## config.mk

```make
export PLATFORM = sky130hd
export DESIGN_NAME = softmax_normalize
export DESIGN_NICKNAME = d
export VERILOG_FILES = /design/src/rtl/softmax_pkg.sv /design/src/rtl/softmax_normalize_buf.sv /design/src/rtl/softmax_normalize.sv
export SDC_FILE = /design/constraint.sdc
export NUM_CORES = 2
export LEC_CHECK = 0
export ABC_CLOCK_PERIOD_IN_PS = 9200
export CAP_MARGIN = 20
export CORE_MARGIN = 1
export CORE_UTILIZATION = 25
export DETAILED_ROUTE_END_ITERATION = 10
export GPL_ROUTABILITY_DRIVEN = 0
export GPL_TIMING_DRIVEN = 0
export PLACE_DENSITY = 0.37
export SLEW_MARGIN = 20
export SYNTH_ARGS = -nofsm -noshare
export SYNTH_HDL_FRONTEND = slang
export SYNTH_SLANG_ARGS = --single-unit
```

## constraint.sdc

```tcl
create_clock -name clk -period 9.2 [get_ports clk]
set_clock_uncertainty 0.1 [all_clocks]
set_input_delay 2.76 -clock clk [delete_from_list [all_inputs] [get_ports clk]]
set_output_delay 2.76 -clock clk [all_outputs]
set_load 0.02 [all_outputs]
```

## src/rtl/softmax_pkg.sv

```systemverilog
// Q5.11 constants, sequencer state encoding and the shared saturation helper for the softmax normaliser.
package softmax_pkg;

   localparam int INT_BIT  = 5;
   localparam int FRAC_BIT = 11;
   localparam int QW       = INT_BIT + FRAC_BIT;

   localparam logic [QW-1:0] Q_ONE = 16'h0800;
   localparam logic [QW-1:0] Q_MAX = 16'h7FFF;
   localparam logic [QW-1:0] Q_MIN = 16'h8000;

   typedef enum logic [1:0] {
      IDLE,
      LOAD,
      RECIP,
      DRAIN
   } state_t;

   // Clamp a double-width signed value into the QW-bit signed range.
   function automatic logic [QW-1:0] q_sat(input logic signed [2*QW-1:0] v);
      logic [QW-1:0] r;
      if (!v[2*QW-1] && (|v[2*QW-2:QW-1])) begin
         r = Q_MAX;
      end else if (v[2*QW-1] && !(&v[2*QW-2:QW-1])) begin
         r = Q_MIN;
      end else begin
         r = v[QW-1:0];
      end
      return r;
   endfunction

endpackage

```

## src/rtl/softmax_normalize_buf.sv

```systemverilog
// Element store for one softmax vector: DEPTH x DWIDTH registers, one write port, one asynchronous read port.
// Contents are not reset; every location is rewritten before it is read back.
module softmax_normalize_buf #(
   parameter int DWIDTH = 16,
   parameter int DEPTH  = 64,
   parameter int AW     = $clog2(DEPTH)
) (
   input  logic              clk,
   input  logic              wr_en,
   input  logic [AW-1:0]     wr_addr,
   input  logic [DWIDTH-1:0] wr_dat,
   input  logic [AW-1:0]     rd_addr,
   output logic [DWIDTH-1:0] rd_dat
);

   logic [DWIDTH-1:0] mem_q [DEPTH];

   always_ff @(posedge clk) begin
      if (wr_en) begin
         mem_q[wr_addr] <= wr_dat;
      end
   end

   assign rd_dat = mem_q[rd_addr];

endmodule

```

## src/rtl/softmax_normalize.sv

```systemverilog
// Softmax normaliser: buffers Q5.11 exp() values, obtains 1/sum from the reciprocal unit, streams exp[i]*(1/sum).
// Latency: i_last accept -> RECIP 1 cycle, reciprocal capture -> first o_valid 2 cycles, then 1 element/cycle.
// Backpressure: o_ready only in IDLE/LOAD; o_data held while o_valid && !i_ready. SOFTMAX_ROUND_EN selects round-half-up.
module softmax_normalize #(
   parameter int INT_BIT  = softmax_pkg::INT_BIT,
   parameter int FRAC_BIT = softmax_pkg::FRAC_BIT,
   parameter int DWIDTH   = INT_BIT + FRAC_BIT,
   parameter int CNT_BIT  = 16,
   parameter int DEPTH    = 64,
   parameter int TIMEOUT  = 255
) (
   input  logic               clk,
   input  logic               arst_n,
   input  logic               i_valid,
   input  logic               i_last,
   input  logic [DWIDTH-1:0]  i_data,
   output logic               o_ready,
   output logic               o_recip_en,
   output logic [DWIDTH-1:0]  o_recip_in,
   output logic [CNT_BIT-1:0] o_recip_num,
   input  logic [DWIDTH-1:0]  i_recip_out,
   input  logic               i_recip_valid,
   output logic               o_valid,
   output logic [DWIDTH-1:0]  o_data,
   output logic               o_last,
   input  logic               i_ready,
   output logic               o_ovf,
   output logic               o_err
);
   import softmax_pkg::*;

   localparam int AW = $clog2(DEPTH);
   localparam int CW = AW + 1;
   localparam int SW = DWIDTH + AW;
   localparam int PW = 2 * DWIDTH;
   localparam int TW = $clog2(TIMEOUT + 2);

   state_t             state_q, state_d;
   logic [SW-1:0]      sum_q, sum_d;
   logic [CW-1:0]      count_q, count_d;
   logic [CW-1:0]      rd_q, rd_d;
   logic [TW-1:0]      wait_q, wait_d;
   logic [DWIDTH-1:0]  recip_q, recip_d;
   logic [DWIDTH-1:0]  recip_in_q, recip_in_d;
   logic [CNT_BIT-1:0] recip_num_q, recip_num_d;
   logic [DWIDTH-1:0]  data_q, data_d;
   logic               ready_q, ready_d;
   logic               recip_en_q, recip_en_d;
   logic               valid_q, valid_d;
   logic               last_q, last_d;
   logic               ovf_q, ovf_d;
   logic               err_q, err_d;

   logic               wr_en;
   logic [AW-1:0]      wr_addr;
   logic [DWIDTH-1:0]  rd_dat;
   logic [SW-1:0]      din_ext;
   logic               acc, fire, adv;
   logic signed [PW-1:0] prod, prod_r;

   softmax_normalize_buf #(
      .DWIDTH (DWIDTH),
      .DEPTH  (DEPTH),
      .AW     (AW)
   ) u_buf (
      .clk     (clk),
      .wr_en   (wr_en),
      .wr_addr (wr_addr),
      .wr_dat  (i_data),
      .rd_addr (rd_q[AW-1:0]),
      .rd_dat  (rd_dat)
   );

   always_comb begin
      acc     = ready_q && i_valid;
      fire    = valid_q && i_ready;
      adv     = !valid_q || i_ready;
      din_ext = {{AW{1'b0}}, i_data};
      prod    = $signed(rd_dat) * $signed(recip_q);
`ifdef SOFTMAX_ROUND_EN
      prod_r  = prod + (PW'(1) <<< (FRAC_BIT - 1));
`else
      prod_r  = prod;
`endif

      state_d     = state_q;
      sum_d       = sum_q;
      count_d     = count_q;
      rd_d        = rd_q;
      wait_d      = wait_q;
      recip_d     = recip_q;
      recip_in_d  = recip_in_q;
      recip_num_d = recip_num_q;
      data_d      = data_q;
      recip_en_d  = recip_en_q;
      valid_d     = valid_q;
      last_d      = last_q;
      ovf_d       = ovf_q;
      err_d       = err_q;
      wr_en       = 1'b0;
      wr_addr     = count_q[AW-1:0];

      case (state_q)
         IDLE: begin
            if (acc) begin
               wr_en   = 1'b1;
               wr_addr = '0;
               sum_d   = din_ext;
               count_d = CW'(1);
               ovf_d   = 1'b0;
               err_d   = 1'b0;
               wait_d  = '0;
               state_d = i_last ? RECIP : LOAD;
            end
         end
         LOAD: begin
            if (acc) begin
               sum_d = sum_q + din_ext;
               // Beyond DEPTH the element still counts toward the sum but is not stored.
               if (count_q < CW'(DEPTH)) begin
                  wr_en   = 1'b1;
                  count_d = count_q + 1'b1;
               end else begin
                  ovf_d = 1'b1;
               end
               if (i_last) begin
                  wait_d  = '0;
                  state_d = RECIP;
               end
            end
         end
         RECIP: begin
            wait_d = wait_q + 1'b1;
            rd_d   = '0;
            if (sum_q == '0) begin
               recip_d = '0;
               state_d = DRAIN;
            end else if (recip_en_q && i_recip_valid) begin
               recip_d    = i_recip_out;
               recip_en_d = 1'b0;
               state_d    = DRAIN;
            end else if (wait_q > TW'(TIMEOUT)) begin
               recip_d    = Q_MAX;
               err_d      = 1'b1;
               recip_en_d = 1'b0;
               state_d    = DRAIN;
            end else begin
               recip_en_d = 1'b1;
            end
         end
         DRAIN: begin
            if (adv && (rd_q < count_q)) begin
               valid_d = 1'b1;
               data_d  = q_sat(prod_r >>> FRAC_BIT);
               last_d  = (rd_q == count_q - 1'b1);
               rd_d    = rd_q + 1'b1;
            end else if (fire) begin
               valid_d = 1'b0;
               last_d  = 1'b0;
               data_d  = '0;
            end
            if (fire && last_q) begin
               rd_d    = '0;
               state_d = IDLE;
            end
         end
         default: state_d = IDLE;
      endcase

      // Reciprocal operands are latched once on RECIP entry so they stay stable for the whole handshake.
      if ((state_d == RECIP) && (state_q != RECIP)) begin
         recip_in_d  = q_sat($signed({{(PW-SW){1'b0}}, sum_d}));
         recip_num_d = {{(CNT_BIT-CW){1'b0}}, count_d - 1'b1};
      end

      ready_d = (state_d == IDLE) || (state_d == LOAD);
   end

   always_ff @(posedge clk or negedge arst_n) begin
      if (!arst_n) begin
         state_q     <= IDLE;
         sum_q       <= '0;
         count_q     <= '0;
         rd_q        <= '0;
         wait_q      <= '0;
         recip_q     <= '0;
         recip_in_q  <= '0;
         recip_num_q <= '0;
         data_q      <= '0;
         ready_q     <= 1'b0;
         recip_en_q  <= 1'b0;
         valid_q     <= 1'b0;
         last_q      <= 1'b0;
         ovf_q       <= 1'b0;
         err_q       <= 1'b0;
      end else begin
         state_q     <= state_d;
         sum_q       <= sum_d;
         count_q     <= count_d;
         rd_q        <= rd_d;
         wait_q      <= wait_d;
         recip_q     <= recip_d;
         recip_in_q  <= recip_in_d;
         recip_num_q <= recip_num_d;
         data_q      <= data_d;
         ready_q     <= ready_d;
         recip_en_q  <= recip_en_d;
         valid_q     <= valid_d;
         last_q      <= last_d;
         ovf_q       <= ovf_d;
         err_q       <= err_d;
      end
   end

   assign o_ready     = ready_q;
   assign o_recip_en  = recip_en_q;
   assign o_recip_in  = recip_in_q;
   assign o_recip_num = recip_num_q;
   assign o_valid     = valid_q;
   assign o_data      = data_q;
   assign o_last      = last_q;
   assign o_ovf       = ovf_q;
   assign o_err       = err_q;

endmodule
```

Yosys cells after proc, flatten, opt, wreduce, memory -nomap -nowiden
Memory sizes are Yosys's and may differ from the RTL's.
Cells that the tools add are included.
{ "totals": {"ff_bits": 108, "latch_bits": 0, "mem_bits_rw": 1024, "rom_bits": 0, "in_bits": 38, "word_cells": 126, "mem_count": 1} }
{ "mem_list": {"columns": ["memory", "depth", "word_bits", "read_ports", "rd_clocked_by_memory_dff", "write_ports", "line_no", "source"], "rows": [
  ["u_buf.mem_q", 64, 16, 1, 0, 1, "softmax_normalize_buf.sv:16", "logic [DWIDTH-1:0] mem_q [DEPTH];"]
]} }
{ "classes": {"addsub": 6, "n_mul": 1, "div_mod_pow": 0, "magnitude_cmp": 3, "eq_ne": 15, "n_shift": 0, "n_mux": 52, "n_bitwise": 1, "reduce_logical": 32} }
{ "op_table": {"columns": ["cell", "count"], "rows": [
  ["$mux W16", 8],
  ["$mux W22", 2],
  ["$pmux W22 S2", 1],
  ["$mux W7", 5],
  ["$mul A16 B16 Y32", 1],
  ["$pmux W7 S2", 2],
  ["$mux W9", 3],
  ["$pmux W9 S3", 1],
  ["$add A22 B16 Y22", 1],
  ["$logic_not A22 Y1", 1],
  ["$mux W1", 16],
  ["$mux W2", 8],
  ["$ne A2 B2 Y1 const B", 8],
  ["$add A7 B1 Y7 const B", 2],
  ["$sub A7 B1 Y7 const B", 2],
  ["$mux W6", 2],
  ["$add A9 B1 Y9 const B", 1],
  ["$gt A9 B8 Y1 const B", 1],
  ["$logic_and A1 B1 Y1", 8],
  ["$pmux W2 S4", 1],
  ["$reduce_and A2 Y1", 4],
  ["$reduce_and A4 Y1", 2],
  ["$reduce_bool A2 Y1", 4],
  ["$eq A7 B7 Y1", 1],
  ["other kinds (15)", 25]
]} }

Longest topological paths before layout
An unclocked memory read counts as a cell.
{ "logic_depth": {"word_depth": 8, "mapped_depth": 37} }

Cells and area by module
Synthesis repeated with hierarchy kept, for this count alone.
{ "hier_totals": {"cells_unflattened": 3605, "area_unflattened_um2": 55647.1} }
{ "by_module_without_submodules": {"columns": ["module", "n_inst", "cells_each", "area_per_inst_um2"], "rows": [
  ["softmax_normalize_buf", 1, 1813, 39721.8],
  ["softmax_normalize", 1, 1792, 15925.3]
]} }

Worst setup path after synthesis
No wires, ideal clock.
{ "synth_timing": {"path_type": "reg-to-reg", "start": "register rd_q[0]", "end": "register data_q[10], in the netlist o_data[10]", "t_arrival_ns": 9.419, "path_slack_ns": -0.445, "stages_incl_launch_ff": 36, "path_buffers": 8, "period_less_slack_ns": 9.645, "path_cell_list": "dfrtp_1 buf_6 buf_6 buf_2 buf_2 buf_1 mux4_2 mux4_2 mux4_2 clkbuf_1 nand2_1 fa_1 inv_1 fa_1 inv_1 fa_1 fa_1 inv_1 fa_1 inv_1 fa_1 inv_1 ha_1 clkbuf_1 a21o_1 a21o_1 a21o_1 a21o_1 a21oi_1 o21ai_0 o21ai_0 nand4_1 nor3b_1 a41o_1 buf_4 a221o_1"} }
{ "synth_via": {"elab_chain_len": 8, "elab_cells_between_ends": 15, "cone_classes": "1 x mul; 1 x order compare; 3 x mux; 9 x reduce/logical; 1 x memory"} }
{ "synth_rtl": {"columns": ["element", "line_no", "source"], "rows": [
  ["from (decl)", "softmax_normalize.sv:41", "logic [CW-1:0] rd_q, rd_d;"],
  ["from (signal assigned)", "softmax_normalize.sv:200", "rd_q <= rd_d;"],
  ["$mem_v2 Z64 W16", null, null],
  ["$mul A16 B16 Y32", "softmax_normalize.sv:79", "prod = $signed(rd_dat) * $signed(recip_q);"],
  ["$reduce_and A6 Y1", "softmax_pkg.sv:24", "end else if (v[2*QW-1] && !(&v[2*QW-2:QW-1])) begin"],
  ["$logic_not A1 Y1", "softmax_pkg.sv:24", null],
  ["$logic_and A1 B1 Y1", "softmax_pkg.sv:24", null],
  ["$mux W16", "softmax_pkg.sv:24", null],
  ["$mux W16", "softmax_pkg.sv:22", "if (!v[2*QW-1] && (|v[2*QW-2:QW-1])) begin"],
  ["$mux W16", "softmax_normalize.sv:152", "if (adv && (rd_q < count_q)) begin"],
  ["to (signal assigned)", "softmax_normalize.sv:205", "data_q <= data_d;"],
  ["to (decl)", "softmax_normalize.sv:46", "logic [DWIDTH-1:0] data_q, data_d;"]
]} }
Parallel ways exist; a longest one is shown, timed or not.
A chain may end at the register's enable or synchronous reset.

Worst setup path in the final report
{ "layout_timing": {"start": "register rd_q[0]", "end": "register data_q[1], in the netlist o_data[1]"} }
Same word-level chain as after synthesis.

==> impl_metrics.csv <==
group,metric,value,unit
synthesis,avgSynthCellArea,16.40,sq um
detailed_routing,ant_nets,0,
synthesis,synthMuxAreaShare,13.59,%
timing,max_clock_freq,103.5,MHz
timing,finalHoldViolations,0,
worst_setup_path,rr_endpoint,"o_data[1]$_DFFE_PN0P_",
run_status,violations,"setup timing",
cells_and_area,stdcell_count,6715,
clock_tree,clock_sinks,1132,
detailed_routing,wire_per_inst,27.50,um
floorplan,die-area,222500,sq um
min_path,hold_path_class,"register to register",
timing,period_share,105.0,%
global_route,first_global_vias,32163,
synthesis,yosysWarnings,0,
placement,io_buffer_count,82,
run_status,status,"complete, but fails checks",
timing,setup_tns,-6.433,ns
synthesis,synth_top_flop_cell,"edfxtp_1",
worst_setup_path,r2r_slack,-0.46,ns
worst_setup_path,critPathKind,"register to register",
floorplan,rows,172,
synthesis,yosys.area_share.simple,5.832,%
detailed_routing,avgViaCountPerCell,4.562,
timing,maxSlewViolCount,0,
cells_and_area,drive_above_1_share,24.06,%
synthesis,synth_seq_cells,1132,
clock_tree,clk_latency,0.77,ns
floorplan,start_util,25.13,%
detailed_routing,dr_total_vias,30634,
global_route,grtUsageTotal,16.56,%
global_route,grt_first_pass_wirelength,258400,um
placement,dp_cells,6412,
min_path,hold_depth,1,
worst_setup_path,cp-start-kind,"register",
global_route,antenna_found_initial,8,
clock_tree,cts-root-buf,"clkbuf_16",
global_route,grt_start_max_net_pins,68,
worst_setup_path,path_max_fanout,7,
synthesis,netlist_area,55160,sq um
timing,period_minus_slack,9.662,ns
floorplan,num_io_pins,92,
worst_setup_path,end_kind,"register",
clock_tree,cts_max_level,3,
synthesis,synth-edff-count,1024,
worst_setup_path,crit_slowest_cell,"mux4_2",
floorplan,core_area,219500,sq um
clock_tree,clockBufferDepth,3,
placement,dp_hpwl,131600,um
cells_and_area,area_growth,21.97,%
global_route,gr-total-overflow,0,
detailed_routing,drtIter0Drc,2421,
timing,slew_headroom,30.25,%
cells_and_area,n_fill_cell,21707,
synthesis,synth_xor_area_share,1.000,%
synthesis,synth.distinct_cells,73,
detailed_routing,drtPass1Iterations,8,
min_path,holdPathEnd,"o_recip_in[15]$_DFFE_PN0P_",
worst_setup_path,crit-reg2reg-launch,"rd_q[0]$_DFFE_PN0P_",
clock_tree,numCtsBuffers,121,
cells_and_area,fin_util,30.65,%
timing,layout_setup_ws,-0.4617,ns
synthesis,async_reset_ff_share,9.541,%
worst_setup_path,crit_path_frequent_cell,"fa_1",
detailed_routing,drt-total-wl,184600,um
timing,setup_violations,15,
timing,worst_pin_slew,1.043,ns
timing,rsz0062_at_grt,"yes",
timing,hold_ws,0.3970,ns
clock_tree,clk_pin_slew,0.07,ns
job,maxCapViolCount,0,
min_path,min_from,"o_recip_in[15]$_DFFE_PN0P_",
synthesis,synth_top_family_by_area,"multiplexers",
worst_setup_path,r2r_cells,33,
floorplan,fp.dieW,471.7,um
synthesis,seq_area_frac_synth,60.65,%
synthesis,synth_cells,3364,
worst_setup_path,crit_arrival,10.16,ns
detailed_routing,drc,0,
synthesis,synth-compound-area-share,3.346,%
cells_and_area,final_nets,4144,
worst_setup_path,required,9.70,ns
worst_setup_path,critical-path-max-stage-delay,0.70,ns
synthesis,synth_fa_ha_area_share,11.96,%
clock_tree,cts_tree,"done",
floorplan,die_y,471.7,um
-- per-stage QoR --
step	setup slack (ns)	cell area, sq um
after floorplan	0.01360	55250
final	-0.4617	67280
after global placement	-3.414	59660
after CTS	-0.5392	66940
after detailed placement	-2.938	61520
after global routing	-0.6798	67270
-- cell usage in the layout (no fill, tap or decap), types with 46 or more instances in the layout --
cell / count
buf_12: 52
nor2_4: 46
o21ai_0: 61
buf_4: 112
clkdlybuf4s50_1: 65
mux4_2: 314
inv_1: 332
ha_1: 92
edfxtp_1: 1024
xnor2_1: 46
nand2_1: 221
fa_1: 254
a21oi_1: 56
clkbuf_16: 128
nor2_1: 77
dfrtp_1: 106
clkbuf_1: 75
and2_1: 134
-- worst max-delay path by stage --
stage	slack, ns	endpoint	startpoint	cells after the start
6_report	-0.46	o_data[1]$_DFFE_PN0P_	rd_q[0]$_DFFE_PN0P_	33
2_1_floorplan	0.01	o_data[10]$_DFFE_PN0P_	rd_q[0]$_DFFE_PN0P_	35
3_3_place_gp	-3.41	o_data[9]$_DFFE_PN0P_	rd_q[3]$_DFFE_PN0P_	33
3_5_place_dp	-2.94	o_data[14]$_DFFE_PN0P_	rd_q[3]$_DFFE_PN0P_	33
4_1_cts	-0.54	o_data[1]$_DFFE_PN0P_	rd_q[0]$_DFFE_PN0P_	31
5_1_grt	-0.68	o_data[0]$_DFFE_PN0P_	rd_q[0]$_DFFE_PN0P_	34
-- cell families after synthesis --
logic type                 after synthesis
DFF                                   1132
adders and majority gates              370
xor gates and xnor gates                63
AOI/OAI and AO/OA                      276
and+or+nand+nor                        661
other                                    1
buffers and inverters                  505
muxes                                  356
-- per-layer routing --
layer  wire (um)  track usage (%)
met1       85300            23.20
met2       87600            26.96
met3        7339            2.473
met4        4377            3.712
met5          19                0
-- repair_timing --
| item | 4_1_cts | 5_1_grt |
|---|---|---|
| pin swaps | 30 | 26 |
| hold buffers | 0 | 0 |
| endpoints found under the setup margin | 16 | 16 |
| gates cloned | 3 | 2 |
| buffers inserted | 62 | 13 |
| resized for setup | 248 | 57 |
-- worst max-delay path: cells and delay by family, from the launching register on --
kind	cells	cell delay, ns
XOR/XNOR	1	0.21
multiplexers	3	1.81
AO/OA/AOI/OAI	9	1.91
adder cells (fa/ha/maj)	7	3.39
AND/OR/NAND/NOR	1	0.16
buffers and inverters	12	1.49
flip-flops	1	0.37
-- layout make-up --
class	count	area, sq um	area share [%]
diodes	4	10.01	0.01488
plain buffers	155	1436	2.135
clock inverters	78	799.5	1.188
inverters	341	1282	1.906
well taps	2871	3592	5.339
multi-input cells	1735	20520	30.50
flip-flops and latches	1132	33450	49.73
repair buffers	250	3010	4.475
clock buffers	149	3173	4.716
-- synthesized netlist by cell type (all sizes together), types with 4 or more instances --
cell        n  area, sq um
dfrtp     108         2703
a211o       5        43.79
mux2        5        56.30
nand2b      8        50.05
a221o      18        180.2
and3        7        43.79
or4         5        37.54
or3         7        43.79
inv       341         1280
xnor2      46        402.9
nor4       11        90.08
and2      139        869.6
nand4      19        118.9
o22ai       4        25.02
edfxtp   1024        30750
nand2     222        833.3
a2111oi     5        50.04
nor2      129        484.2
a22oi       8        60.06
fa        262         5245
buf        60        324.0
mux4      314         7072
clkbuf    104        390.4
mux2i      37        370.4
xor2       17        148.9
o21ai      70        350.3
a21oi      64        324.1
a31oi       7        43.79
o21bai      9        67.56
a211oi      4        30.03
and4        4        35.03
a21o       33        247.7
o31ai       6        45.04
o211ai      4        30.03
nor3       46        235.2
nor2b      20        125.1
o21a       10        75.07
a22o        5        43.79
or2         4        25.03
nand3      32        160.2
ha        108         1351
-- flip-flops by register name, summed over array words and instances (netlist names) --
register     count
u_buf.mem_q   1024
sum_q           22
o_data          16
o_recip_in      16
recip_q         16
wait_q           9
count_q          7
o_recip_num      7
rd_q             7
state_q          2
o_err            1
o_last           1
o_ovf            1
o_ready          1
o_recip_en       1
o_valid          1
Power is not shown: default switching activity piles up to over one toggle a cycle in this logic, so the estimate is an artifact.
